<file path="config.mk">
export PLATFORM = sky130hd
export DESIGN_NAME = inventory_bank
export DESIGN_NICKNAME = d
export VERILOG_FILES = /design/src/rtl/inventory_bank.sv
export SDC_FILE = /design/constraint.sdc
export NUM_CORES = 1
export LEC_CHECK = 0
export CORE_MARGIN = 2
export CORE_UTILIZATION = 29
export CTS_BUF_LIST = sky130_fd_sc_hd__clkbuf_4 sky130_fd_sc_hd__clkbuf_8 sky130_fd_sc_hd__clkbuf_16
export CTS_CLUSTER_SIZE = 20
export DETAILED_ROUTE_END_ITERATION = 6
export GPL_TIMING_DRIVEN = 0
export SLEW_MARGIN = 5
export SYNTH_ARGS = -nofsm -noshare
export SYNTH_HDL_FRONTEND = slang
export SYNTH_SLANG_ARGS = --single-unit
</file>
<file path="constraint.sdc">
create_clock -name clk -period 7.65 [get_ports clk]
set_input_delay 1.1475 -clock clk [delete_from_list [all_inputs] [get_ports clk]]
set_output_delay 1.1475 -clock clk [all_outputs]
set_load 0.05 [all_outputs]
</file>
<file path="src/rtl/inventory_bank.sv">
// inventory_bank: per-slot saturating-width inventory with charge/dispense/clear/query over valid/ready.
// Define INV_SATURATE_EN to clamp charge overflow to full scale as a warning instead of rejecting it.
module inventory_bank #(
    parameter int NUM_SLOTS = 5,
    parameter int CNT_W = 4,
    parameter int IDX_W = 3
) (
    input  logic                       clk,
    input  logic                       rst_n,
    input  logic                       req_valid,
    output logic                       req_ready,
    input  logic [1:0]                 req_mode,
    input  logic [IDX_W-1:0]           req_index,
    input  logic [CNT_W-1:0]           req_amount,
    output logic                       rsp_valid,
    input  logic                       rsp_ready,
    output logic                       rsp_error,
    output logic [1:0]                 rsp_code,
    output logic [CNT_W-1:0]           rsp_count,
    output logic [NUM_SLOTS*CNT_W-1:0] all_num,
    output logic [NUM_SLOTS-1:0]       empty_mask,
    output logic [7:0]                 err_count
);
`ifdef INV_SATURATE_EN
    localparam bit SAT = 1'b1;
`else
    localparam bit SAT = 1'b0;
`endif
    localparam logic [1:0] M_QRY = 2'b00, M_CHG = 2'b01, M_DSP = 2'b10;
    localparam logic [1:0] C_OK = 2'b00, C_BAD = 2'b01, C_OVF = 2'b10, C_UNF = 2'b11;
    typedef enum logic [1:0] {IDLE, EXEC, RESP} state_t;
    state_t                     state;
    logic [1:0]                 mode_q;
    logic [IDX_W-1:0]           idx_q;
    logic [CNT_W-1:0]           amt_q;
    logic [CNT_W-1:0]           cur, new_cnt;
    logic [CNT_W:0]             sum;
    logic                       idx_ok, ovf, unf, err, wr;
    logic [1:0]                 code;
    logic [NUM_SLOTS*CNT_W-1:0] next_all;
    logic [NUM_SLOTS-1:0]       next_empty;
    // The store is all_num itself; EXEC computes the whole next image of it.
    always_comb begin
        cur = '0;
        for (int k = 0; k < NUM_SLOTS; k++)
            if (idx_q == IDX_W'(k + 1)) cur = all_num[k*CNT_W +: CNT_W];
        idx_ok = (idx_q != '0) && (idx_q <= IDX_W'(NUM_SLOTS));
        sum = {1'b0, cur} + {1'b0, amt_q};
        ovf = sum[CNT_W];
        unf = amt_q > cur;
        code = !idx_ok ? C_BAD : (mode_q == M_CHG && ovf) ? C_OVF : (mode_q == M_DSP && unf) ? C_UNF : C_OK;
        err = !idx_ok || (mode_q == M_CHG && ovf && !SAT) || (mode_q == M_DSP && unf);
        new_cnt = mode_q == M_QRY ? cur :
                  mode_q == M_CHG ? (ovf ? (SAT ? {CNT_W{1'b1}} : cur) : sum[CNT_W-1:0]) :
                  mode_q == M_DSP ? (unf ? cur : cur - amt_q) : '0;
        wr = idx_ok && !err && mode_q != M_QRY;
        next_all = all_num;
        for (int k = 0; k < NUM_SLOTS; k++) begin
            if (wr && idx_q == IDX_W'(k + 1)) next_all[k*CNT_W +: CNT_W] = new_cnt;
            next_empty[k] = next_all[k*CNT_W +: CNT_W] == '0;
        end
    end
    always_ff @(posedge clk) begin
        if (!rst_n) begin
            state <= IDLE;
            all_num <= '0;
            empty_mask <= '1;
            req_ready <= 1'b0;
            rsp_valid <= 1'b0;
            rsp_error <= 1'b0;
            rsp_code <= C_OK;
            rsp_count <= '0;
            err_count <= '0;
            mode_q <= '0;
            idx_q <= '0;
            amt_q <= '0;
        end else begin
            case (state)
                IDLE: begin
                    if (req_valid && req_ready) begin
                        state <= EXEC;
                        req_ready <= 1'b0;
                        mode_q <= req_mode;
                        idx_q <= req_index;
                        amt_q <= req_amount;
                    end else begin
                        req_ready <= 1'b1;
                    end
                end
                EXEC: begin
                    state <= RESP;
                    all_num <= next_all;
                    empty_mask <= next_empty;
                    rsp_valid <= 1'b1;
                    rsp_error <= err;
                    rsp_code <= code;
                    rsp_count <= idx_ok ? new_cnt : '0;
                    if (err && err_count != 8'hFF) err_count <= err_count + 8'd1;
                end
                RESP: begin
                    if (rsp_ready) begin
                        state <= IDLE;
                        rsp_valid <= 1'b0;
                        req_ready <= 1'b1;
                    end
                end
                default: state <= IDLE;
            endcase
        end
    end
endmodule
</file>
==> reports/qor.yml, run 1 <==
floorplan:
  die_w_um: 105
  ios: 55
  dieArea_sq_mm: 0.0110
  die_h_um: 105
  core-area_sq_mm: 0.00986
  start_util_pct: 30.0
  rows: 36
timing:
  slew_headroom_pct: 43.3
  worst_pin_slew_ps: 845
  skew_ps: 12.6
  fin_ws_ps: 3820
  period_minus_slack_ps: 3830
  finalHoldViolCount: 0
  report.final.setup_viol: 0
  tns_ps: 0
  post-route-period-util_pct: 50.1
  fmax_mhz: 261
  drv_slew: 0
  rsz0062_at_grt: "false"
job:
  maxCapViolCount: 0
clock_network:
  cts_tree: "done"
  cts_buffers: 5
  cts_resized: 0
  cts_sinks: 53
  cts-root-buf: "clkbuf_8"
  clkSlewWorstSetupHoldPaths_ps: 100
  cts_hold_buf: 0
  cts_max_path_buffers: 2
  cts_setup_buffers: 0
  clkLatencyLatePin_ps: 310
  htree_levels: 2
detailed_routing:
  viasPerCell: 5.18
  drt-total-wl_um: 8330
  antenna_left: 0
  drc: 0
  wire_per_inst_um: 15.7
  vias: 2743
  drt_pass1_iterations: 4
  drt_iter0_markers: 211
status:
  outcome: "finished clean"
global_route:
  antenna_found_initial: 0
  grt_max_degree: 18
  grt_pass1_vias: 2651
  grt_pass1_wl_um: 13700
  track_usage_pct: 15.3
  grt_overflow: 0
critical_path:
  cp-end-kind: "flip-flop"
  worstPathRequired_ps: 7890
  crit_arrival_ps: 4070
  crit_path_start_kind: "flip-flop"
  cp_max_fo: 10
  critPathKind: "flip-flop to flip-flop"
power:
  ir_worst_vdd_uv: 76.0
  power_density_mw_per_mm2: 157
  leakagePower_nw: 1.56
yosys:
  syn_area_per_cell_sq_um: 8.81
  synth_top_family_by_area: "compound AO/OA/AOI/OAI gates"
  ys_warn_count: 0
  ys_types: 64
  ys_ff_latch: 53
  synth_compound_area_share_pct: 28.3
  syn_area_sq_mm: 0.00296
  synthXorXnorAreaFrac_pct: 1.77
  synth_nets: 360
  ys.flop_type: "dfxtp_1"
  synth_mux_area_share_pct: 0.676
  synth_edf_count: 0
  synth_fa_ha_area_share_pct: 5.15
  syn_inst: 336
  async_flop_share_pct: 0
  synth_seq_area_share_pct: 35.8
  synth-simple-area-share_pct: 23.1
worst_hold_path:
  hold_path_class: "flip-flop to flip-flop"
placed_design:
  io_buffer_count: 53
  pre_cts_ws_ps: 3890
  dpl_cell_area_sq_mm: 0.00366
  gp_congestion: 0.834
  dp_hpwl_um: 6270
cells_and_area:
  post-route-util_pct: 38.3
  drive_above_1_share_pct: 9.57
  final_area_sq_mm: 0.00377
  diodes: 0
  syn2layout_area_growth_pct: 27.4
  finalNetCount: 420
-- sequential cells by signal (all words and copies together) (netlist names) --
register    count
all_num        20
amt_q           4
empty_mask      5
err_count       8
idx_q           3
mode_q          2
req_ready       1
rsp_code        2
rsp_count       4
rsp_error       1
rsp_valid       1
state           2
-- synthesized netlist by cell type, types with 6 or more instances --
library cell / n / area share [%]
nand4_1: 8 / 1.7
o211a_1: 16 / 5.4
nand3_1: 11 / 1.9
clkbuf_1: 9 / 1.1
nor2_1: 10 / 1.3
dfxtp_1: 53 / 36
and2_1: 7 / 1.5
nor3_1: 6 / 1.0
a21oi_1: 17 / 2.9
nand2_1: 49 / 6.2
a21boi_0: 12 / 3.0
inv_1: 19 / 2.4
ha_1: 9 / 3.8
o21ai_0: 19 / 3.2
-- per-layer routing --
metal	GRT usage, %	vias up	wire length, um
met5	0	-	0
met4	3.52	0	83
met3	3.06	9	555
met2	24.7	95	3760
met1	21.0	1297	3930
li1	-	1342	-
-- worst max-delay path, cell delays in order, from the launching register on --
cell and delay (ps):
dfxtp_1 410, buf_2 240, nor2b_1 100, a22o_1 200, a221oi_1 290, a21oi_1 140
inv_1 90, ha_1 150, inv_1 60, fa_1 460, a211oi_4 370, nor3_1 170
a32oi_2 460, and2_1 300, nand3_2 110, o2111ai_1 210
-- cells by family after synthesis --
kind of cell,count (synthesis)
buffers and inverters,35
adders and majority gates,11
and+or+nand+nor,125
AOI/OAI and AO/OA,104
DFF,53
muxes,2
xor gates and xnor gates,6
-- path summary, 6_finish.rpt --
check                                   from            end  slack [ps]  depth (start not counted)
worst max-delay path                idx_q[2]  empty_mask[0]        3820                         15
worst min-delay path            rsp_count[2]   rsp_count[2]         480                          2
worst max register to register      idx_q[2]  empty_mask[0]        3820                         15
worst min register to register  rsp_count[2]   rsp_count[2]         480                          2
-- layout by cell type, fill, tap and decap left out, types with 3 or more instances in the layout --
cell,instances
a21boi_0,12
a21oi_1,17
and2_1,7
and3_1,4
buf_2,4
clkbuf_1,9
clkbuf_8,5
clkdlybuf4s50_1,53
dfxtp_1,53
ha_1,9
inv_1,19
nand2_1,49
nand2b_1,4
nand3_1,11
nand4_1,8
nor2_1,10
nor2b_1,4
nor3_1,6
nor3_4,3
nor4_1,5
o211a_1,16
o211ai_1,5
o21ai_0,19
o22ai_1,4
xnor2_1,3
xor2_1,3
-- stage by stage --
stage	std cells	power, mW	hold WS (ps)
floorplan	336	0.370	461
global placement	522	0.400	463
detailed placement	522	0.402	465
CTS	530	0.594	485
global route	530	0.616	520
finish	530	0.591	482
-- layout make-up --
class,count,area [sq um]
multi-input cells,248,1750
clock buffers,5,68.8
repair buffers,53,531
well taps,133,166
inverters,19,71.3
plain buffers,16,80.1
clock inverters,3,46.3
flip-flops and latches,53,1060
fillers,995,6090
-- power by group --
part	switching, mW	internal [mW]	total, mW	leakage [nW]
clock	0.0959	0.0980	0.194	0.0543
sequential	0.00601	0.282	0.288	0.429
combinational	0.0679	0.0412	0.109	1.08
Note: power is estimated with default switching activity, not from simulation.
==> inputs of run 2 (changes only) <==
==> constraint.sdc (replaced) <==
create_clock -name clk -period 3.3 [get_ports clk]
set_input_delay 0.495 -clock clk [delete_from_list [all_inputs] [get_ports clk]]
set_output_delay 0.495 -clock clk [all_outputs]
set_load 0.05 [all_outputs]
==> reports/qor.yml, run 2 (synthesis gave the netlist of run 1 again) <==
detailed_routing:
  viasPerCell: 5.15  # was 5.18
  vias: 2827  # was 2743
  drt-total-wl_um: 8960  # was 8330 um
  drt_iter0_markers: 164  # was 211
  wire_per_inst_um: 16.3  # was 15.7 um
  drc: 0  # unchanged
  antenna_left: 0  # unchanged
  drt_pass1_iterations: 7  # was 4
power:
  power_density_mw_per_mm2: 353  # was 157 mW/mm^2
  leakagePower_nw: 1.68  # was 1.56 nW
  total_power_mw: 1.42  # was 0.591 mW
  ir_worst_vdd_uv: 198  # was 76.0 uV
cells_and_area:
  regMostFlops: "all_num"  # unchanged
  top_regs: "all_num (20), err_count (8), empty_mask (5)"  # unchanged
  finalNetCount: 439  # was 420
  syn2layout_area_growth_pct: 36.0  # was 27.4%
  final_cell_mix: "clkdlybuf4s50_1 (53), dfxtp_1 (51), nand2_1 (49)"  # was dfxtp_1 (53), clkdlybuf4s50_1 (53), nand2_1 (49)
  final_area_sq_mm: 0.00403  # was 0.00377 sq mm
  drive_above_1_share_pct: 17.8  # was 9.57%
  diodes: 0  # unchanged
  final_common_cell: "clkdlybuf4s50_1"
  largest_register_ffs: 20  # unchanged
placed_design:
  pre_cts_ws_ps: -461  # was 3890 ps
  gp_congestion: 0.834  # unchanged
  dpl_cell_area_sq_mm: 0.00366  # unchanged
  dp_hpwl_um: 6270  # unchanged
  io_buffer_count: 53  # unchanged
critical_path:
  cp-end-kind: "flip-flop"  # unchanged
  cp_max_fo: 5  # was 10
  reg2reg_depth: 16  # was 15
  slowest_stage: "fa_2"  # was fa_1
  cp_slowest_stage_delay_ps: 380  # was 460 ps
  crit_path_frequent_cell: "buf_4"  # was inv_1
  crit_path_start_kind: "flip-flop"  # unchanged
  reg2reg_from: "idx_q[2]"  # unchanged
  critPathKind: "flip-flop to flip-flop"  # unchanged
  cp_cell_sequence: "buf_6, nor2b_4, a22o_1, a221oi_2, a21oi_2, inv_1, ha_2, inv_2, fa_2, a211oi_4, nor3_2, a32oi_2, buf_4, buf_4, nand2_1, o211a_1"  # was buf_2, nor2b_1, a22o_1, a221oi_1, a21oi_1, inv_1, ha_1, inv_1, fa_1, a211oi_4, nor3_1, a32oi_2, and2_1, nand3_2, o2111ai_1
  worstPathRequired_ps: 3510  # was 7890 ps
  r2r_slack_ps: 90  # was 3820 ps
  crit_arrival_ps: 3420  # was 4070 ps
  timing.rr.end: "all_num[17]"  # was empty_mask[0]
floorplan:
  dieArea_sq_mm: 0.0110  # unchanged
  core-area_sq_mm: 0.00986  # unchanged
  ios: 55  # unchanged
  start_util_pct: 30.0  # unchanged
  rows: 36  # unchanged
  die_h_um: 105  # unchanged
  die_w_um: 105  # unchanged
clock_network:
  cts_tree: "done"  # unchanged
  clkSlewWorstSetupHoldPaths_ps: 100  # about the same
  cts-root-buf: "clkbuf_8"  # unchanged
  clkLatencyLatePin_ps: 320  # was 310 ps
  cts_hold_buf: 0  # unchanged
  cts_buffers: 5  # unchanged
  htree_levels: 2  # unchanged
  cts_sinks: 53  # unchanged
  cts_max_path_buffers: 2  # unchanged
worst_hold_path:
  hold_path_class: "flip-flop to flip-flop"  # unchanged
  whs_path_depth: 2  # unchanged
  holdPathEnd: "rsp_count[2]"  # unchanged
  hold_start: "rsp_count[2]"  # unchanged
global_route:
  busiest_layer: "met2"  # unchanged
  grt_pass1_wl_um: 14300  # was 13700 um
  gr-usage-met2_pct: 26.4  # was 24.7%
  met3_usage_pct: 3.06  # unchanged
  grt_max_degree: 18  # unchanged
  grt_use_met1_pct: 21.8  # was 21.0%
  grt_overflow: 0  # unchanged
  track_usage_pct: 16.1  # was 15.3%
  antenna_found_initial: 0  # unchanged
  grt_pass1_vias: 2755  # was 2651
timing:
  period_minus_slack_ps: 3210  # was 3830 ps
  skew_ps: 11.4  # was 12.6 ps
  rsz0062_at_grt: "true"  # was false
  drv_slew: 0  # unchanged
  fmax_mhz: 312  # was 261 MHz
  finalHoldViolCount: 0  # unchanged
  post-route-period-util_pct: 97.3  # was 50.1%
  slew_headroom_pct: 59.2  # was 43.3%
  worst_pin_slew_ps: 606  # was 845 ps
  report.final.setup_viol: 0  # unchanged
  fin_hold_ws_ps: 467  # was 482 ps
  fin_ws_ps: 89.9  # was 3820 ps
job:
  maxCapViolCount: 0  # unchanged
status:
  outcome: "finished clean"  # unchanged
-- run 2: area by class of cell --
cell class | count | area [sq um]
Clock buffer | 5 | 68.8
Sequential cell | 53 | 1070
Multi-Input combinational cell | 248 | 1830
Tap cell | 133 | 166
Timing Repair Buffer | 73 | 692
Fill cell | 969 | 5840
Clock inverter | 3 | 46.3
Inverter | 19 | 71.3
Buffer | 15 | 87.6
-- run 2: worst max path at each step --
stage / from / endpoint
2_1_floorplan: all_num[0] / empty_mask[1]
3_3_place_gp: idx_q[2] / empty_mask[1]
3_5_place_dp: idx_q[2] / empty_mask[0]
4_1_cts: idx_q[1] / empty_mask[0]
5_1_grt: idx_q[2] / empty_mask[1]
6_report: idx_q[2] / all_num[17]
-- run 2: report_power, final --
part | switching (mW) | leakage (nW) | internal (mW)
clock | 0.230 | 0.0543 | 0.227
sequential | 0.0156 | 0.431 | 0.653
combinational | 0.174 | 1.19 | 0.123
total | 0.419 | 1.68 | 1.00
-- run 2: worst max-delay path: cells and delay by family, from the launching register on --
| kind | cells | cell delay, ps |
|---|---|---|
| buffers and inverters | 5 | 580 |
| AO/OA/AOI/OAI | 6 | 1360 |
| flip-flops | 1 | 370 |
| adder cells (fa/ha/maj) | 2 | 560 |
| AND/OR/NAND/NOR | 3 | 220 |
-- run 2: through the flow --
step / instances / utilization [%] / setup TNS, ps
global route: 549 / 40.8 / -111
detailed placement: 522 / 37.1 / -7270
global placement: 522 / 37.1 / -5290
finish: 549 / 40.8 / 0
floorplan: 336 / - / 0
CTS: 543 / 40.0 / -10.8
-- run 2: per-layer routing --
layer	part of all wire, %	up-vias
li1	-	1376
met1	47	1350
met2	46	91
met3	6.1	10
met4	1.2	0
met5	0	-
-- run 2: timing repair --
action,in CTS,in global routing
setup endpoints to repair,36,35
pin swaps,10,12
gates cloned,0,1
resized for setup,18,15
buffers inserted,13,6
==> inputs of run 3 (changes only) <==
--- a/config.mk
+++ b/config.mk
@@ -11,6 +11,7 @@
 export CTS_CLUSTER_SIZE = 20
 export DETAILED_ROUTE_END_ITERATION = 6
 export GPL_TIMING_DRIVEN = 0
+export SKIP_CTS_REPAIR_TIMING = 1
 export SLEW_MARGIN = 5
 export SYNTH_ARGS = -nofsm -noshare
 export SYNTH_HDL_FRONTEND = slang
==> reports/qor.yml, run 3 (synthesis gave the netlist of run 1 again) <==
global_route:
  met3_usage_pct: 3.06  # unchanged
  grt_use_met1_pct: 21.0  # was 21.8%
  gr-usage-met2_pct: 24.7  # was 26.4%
  busiest_layer: "met2"  # unchanged
  grt_overflow: 0  # unchanged
  grt_pass1_wl_um: 13700  # was 14300 um
  track_usage_pct: 15.3  # was 16.1%
  grt_pass1_vias: 2651  # was 2755
  antenna_found_initial: 0  # unchanged
  grt_max_degree: 18  # unchanged
clock_network:
  cts_sinks: 53  # unchanged
  cts_tree: "done"  # unchanged
  clkSlewWorstSetupHoldPaths_ps: 100  # about the same
  cts-root-buf: "clkbuf_8"  # unchanged
  htree_levels: 2  # unchanged
  cts_max_path_buffers: 2  # unchanged
  cts_buffers: 5  # unchanged
  clkLatencyLatePin_ps: 310  # was 320 ps
timing:
  worst_pin_slew_ps: 890  # was 606 ps
  drv_slew: 0  # unchanged
  skew_ps: 11.2  # was 11.4 ps
  rsz0062_at_grt: "true"  # unchanged
  fmax_mhz: 302  # was 312 MHz
  fin_hold_ws_ps: 468  # was 467 ps
  period_minus_slack_ps: 3320  # was 3210 ps
  post-route-period-util_pct: 100  # was 97.3%
  tns_ps: -16.2  # was 0 ps
  slew_headroom_pct: 40.0  # was 59.2%
  fin_ws_ps: -16.2  # was 89.9 ps
  finalHoldViolCount: 0  # unchanged
  report.final.setup_viol: 1  # was 0
cells_and_area:
  final_area_sq_mm: 0.00412  # was 0.00403 sq mm
  top_regs: "all_num (20), err_count (8), empty_mask (5)"  # unchanged
  fillers: 962  # was 969
  finalNetCount: 441  # was 439
  final_common_cell: "clkdlybuf4s50_1"  # unchanged
  instances_no_fill: 551  # was 549
  diodes: 0  # unchanged
  syn2layout_area_growth_pct: 39.0  # was 36.0%
  largest_register_ffs: 20  # unchanged
  regMostFlops: "all_num"  # unchanged
  drive_above_1_share_pct: 19.9  # was 17.8%
  final_cell_mix: "clkdlybuf4s50_1 (53), dfxtp_1 (51), nand2_1 (49)"  # unchanged
critical_path:
  cp_slowest_stage_delay_ps: 410  # was 380 ps
  worstPathRequired_ps: 3500  # was 3510 ps
  cp_cell_sequence: "buf_6, nor2b_4, a22o_1, a221oi_2, a21oi_2, inv_1, ha_2, inv_2, fa_2, a211oi_4, nor2_2, a31o_1, a221oi_4, buf_12, buf_8, buf_6, a21oi_2"  # was buf_6, nor2b_4, a22o_1, a221oi_2, a21oi_2, inv_1, ha_2, inv_2, fa_2, a211oi_4, nor3_2, a32oi_2, buf_4, buf_4, nand2_1, o211a_1
  critical_path_buf_inv_count: 6  # was 5
  crit_path_start_kind: "flip-flop"  # unchanged
  crit_arrival_ps: 3510  # was 3420 ps
  cp_max_fo: 6  # was 5
  critPathKind: "flip-flop to flip-flop"  # unchanged
  cp-end-kind: "flip-flop"  # unchanged
  crit_family: "compound AO/OA/AOI/OAI gates"  # unchanged
  slowest_stage: "fa_2"  # unchanged
power:
  power_density_mw_per_mm2: 349  # was 353 mW/mm^2
  ir_worst_vdd_uv: 183  # was 198 uV
  leakagePower_nw: 1.71  # was 1.68 nW
status:
  outcome: "complete, but fails checks"  # was finished clean
  failed_checks: "setup timing"
detailed_routing:
  drc: 0  # unchanged
  antenna_left: 0  # unchanged
  wire_per_inst_um: 16.4  # was 16.3 um
  drt-total-wl_um: 9010  # was 8960 um
  drt_iter0_markers: 150  # was 164
  viasPerCell: 5.19  # was 5.15
  vias: 2861  # was 2827
  drt_pass1_iterations: 5  # was 7
floorplan:
  die_h_um: 105  # unchanged
  ios: 55  # unchanged
  start_util_pct: 30.0  # unchanged
  die_w_um: 105  # unchanged
  dieArea_sq_mm: 0.0110  # unchanged
  rows: 36  # unchanged
  core-area_sq_mm: 0.00986  # unchanged
placed_design:
  dp_hpwl_um: 6270  # unchanged
  dpl_cell_area_sq_mm: 0.00366  # unchanged
  gp_congestion: 0.834  # unchanged
  io_buffer_count: 53  # unchanged
  dp.cells: 522  # unchanged
worst_hold_path:
  hold_path_class: "flip-flop to flip-flop"  # unchanged
job:
  maxCapViolCount: 0  # unchanged
-- run 3: cell types whose count changed in the layout (fill, tap and decap cells not counted), sizes merged --
cell    before  now
clkbuf      16   15
nor3         9   10
o311ai       2    3
buf         24   25
-- run 3: final timing paths --
check	start	endpoint	slack, ps	cells past startpoint
setup / recovery	idx_q[1]	all_num[18]	-20	17
hold / removal	rsp_count[2]	rsp_count[2]	470	2
setup reg to reg	idx_q[1]	all_num[18]	-20	17
hold reg to reg	rsp_count[2]	rsp_count[2]	470	2
-- run 3: report_power, final --
part           switching, mW  internal [mW]  total, mW  leakage [nW]
clock network          0.225          0.227      0.453        0.0543
registers             0.0149          0.653      0.668         0.430
logic                  0.182          0.135      0.317          1.22
-- run 3: metal layers --
layer  vias up  wire length (um)
met3         9               441
met2        94              4240
met4         0                65
met1      1372              4270
met5         -                 0
li1       1386                 -
-- run 3: stage by stage --
stage	setup WS, ps	utilization, %	total power [mW]
after floorplan	154	-	0.859
after global placement	-413	37.1	0.927
after detailed placement	-461	37.1	0.932
after CTS	-510	38.3	1.38
after global routing	-133	41.7	1.49
final	-16.2	41.7	1.44
-- run 3: tightest hold or removal path: cells and delay by family (launching register included) --
kind             cells  cell delay, ps
flip-flops           1             320
AND/OR/NAND/NOR      1              60
AO/OA/AOI/OAI        1              50
-- run 3: final cells by class --
cell class	count	area (sq um)	share of cell area (%)
multi-input cells	250	1890	45.8
flip-flops and latches	53	1070	25.9
clock inverters	3	46.3	1.12
clock buffers	5	68.8	1.67
repair buffers	72	714	17.4
inverters	19	71.3	1.73
plain buffers	16	96.3	2.34
well taps	133	166	4.04
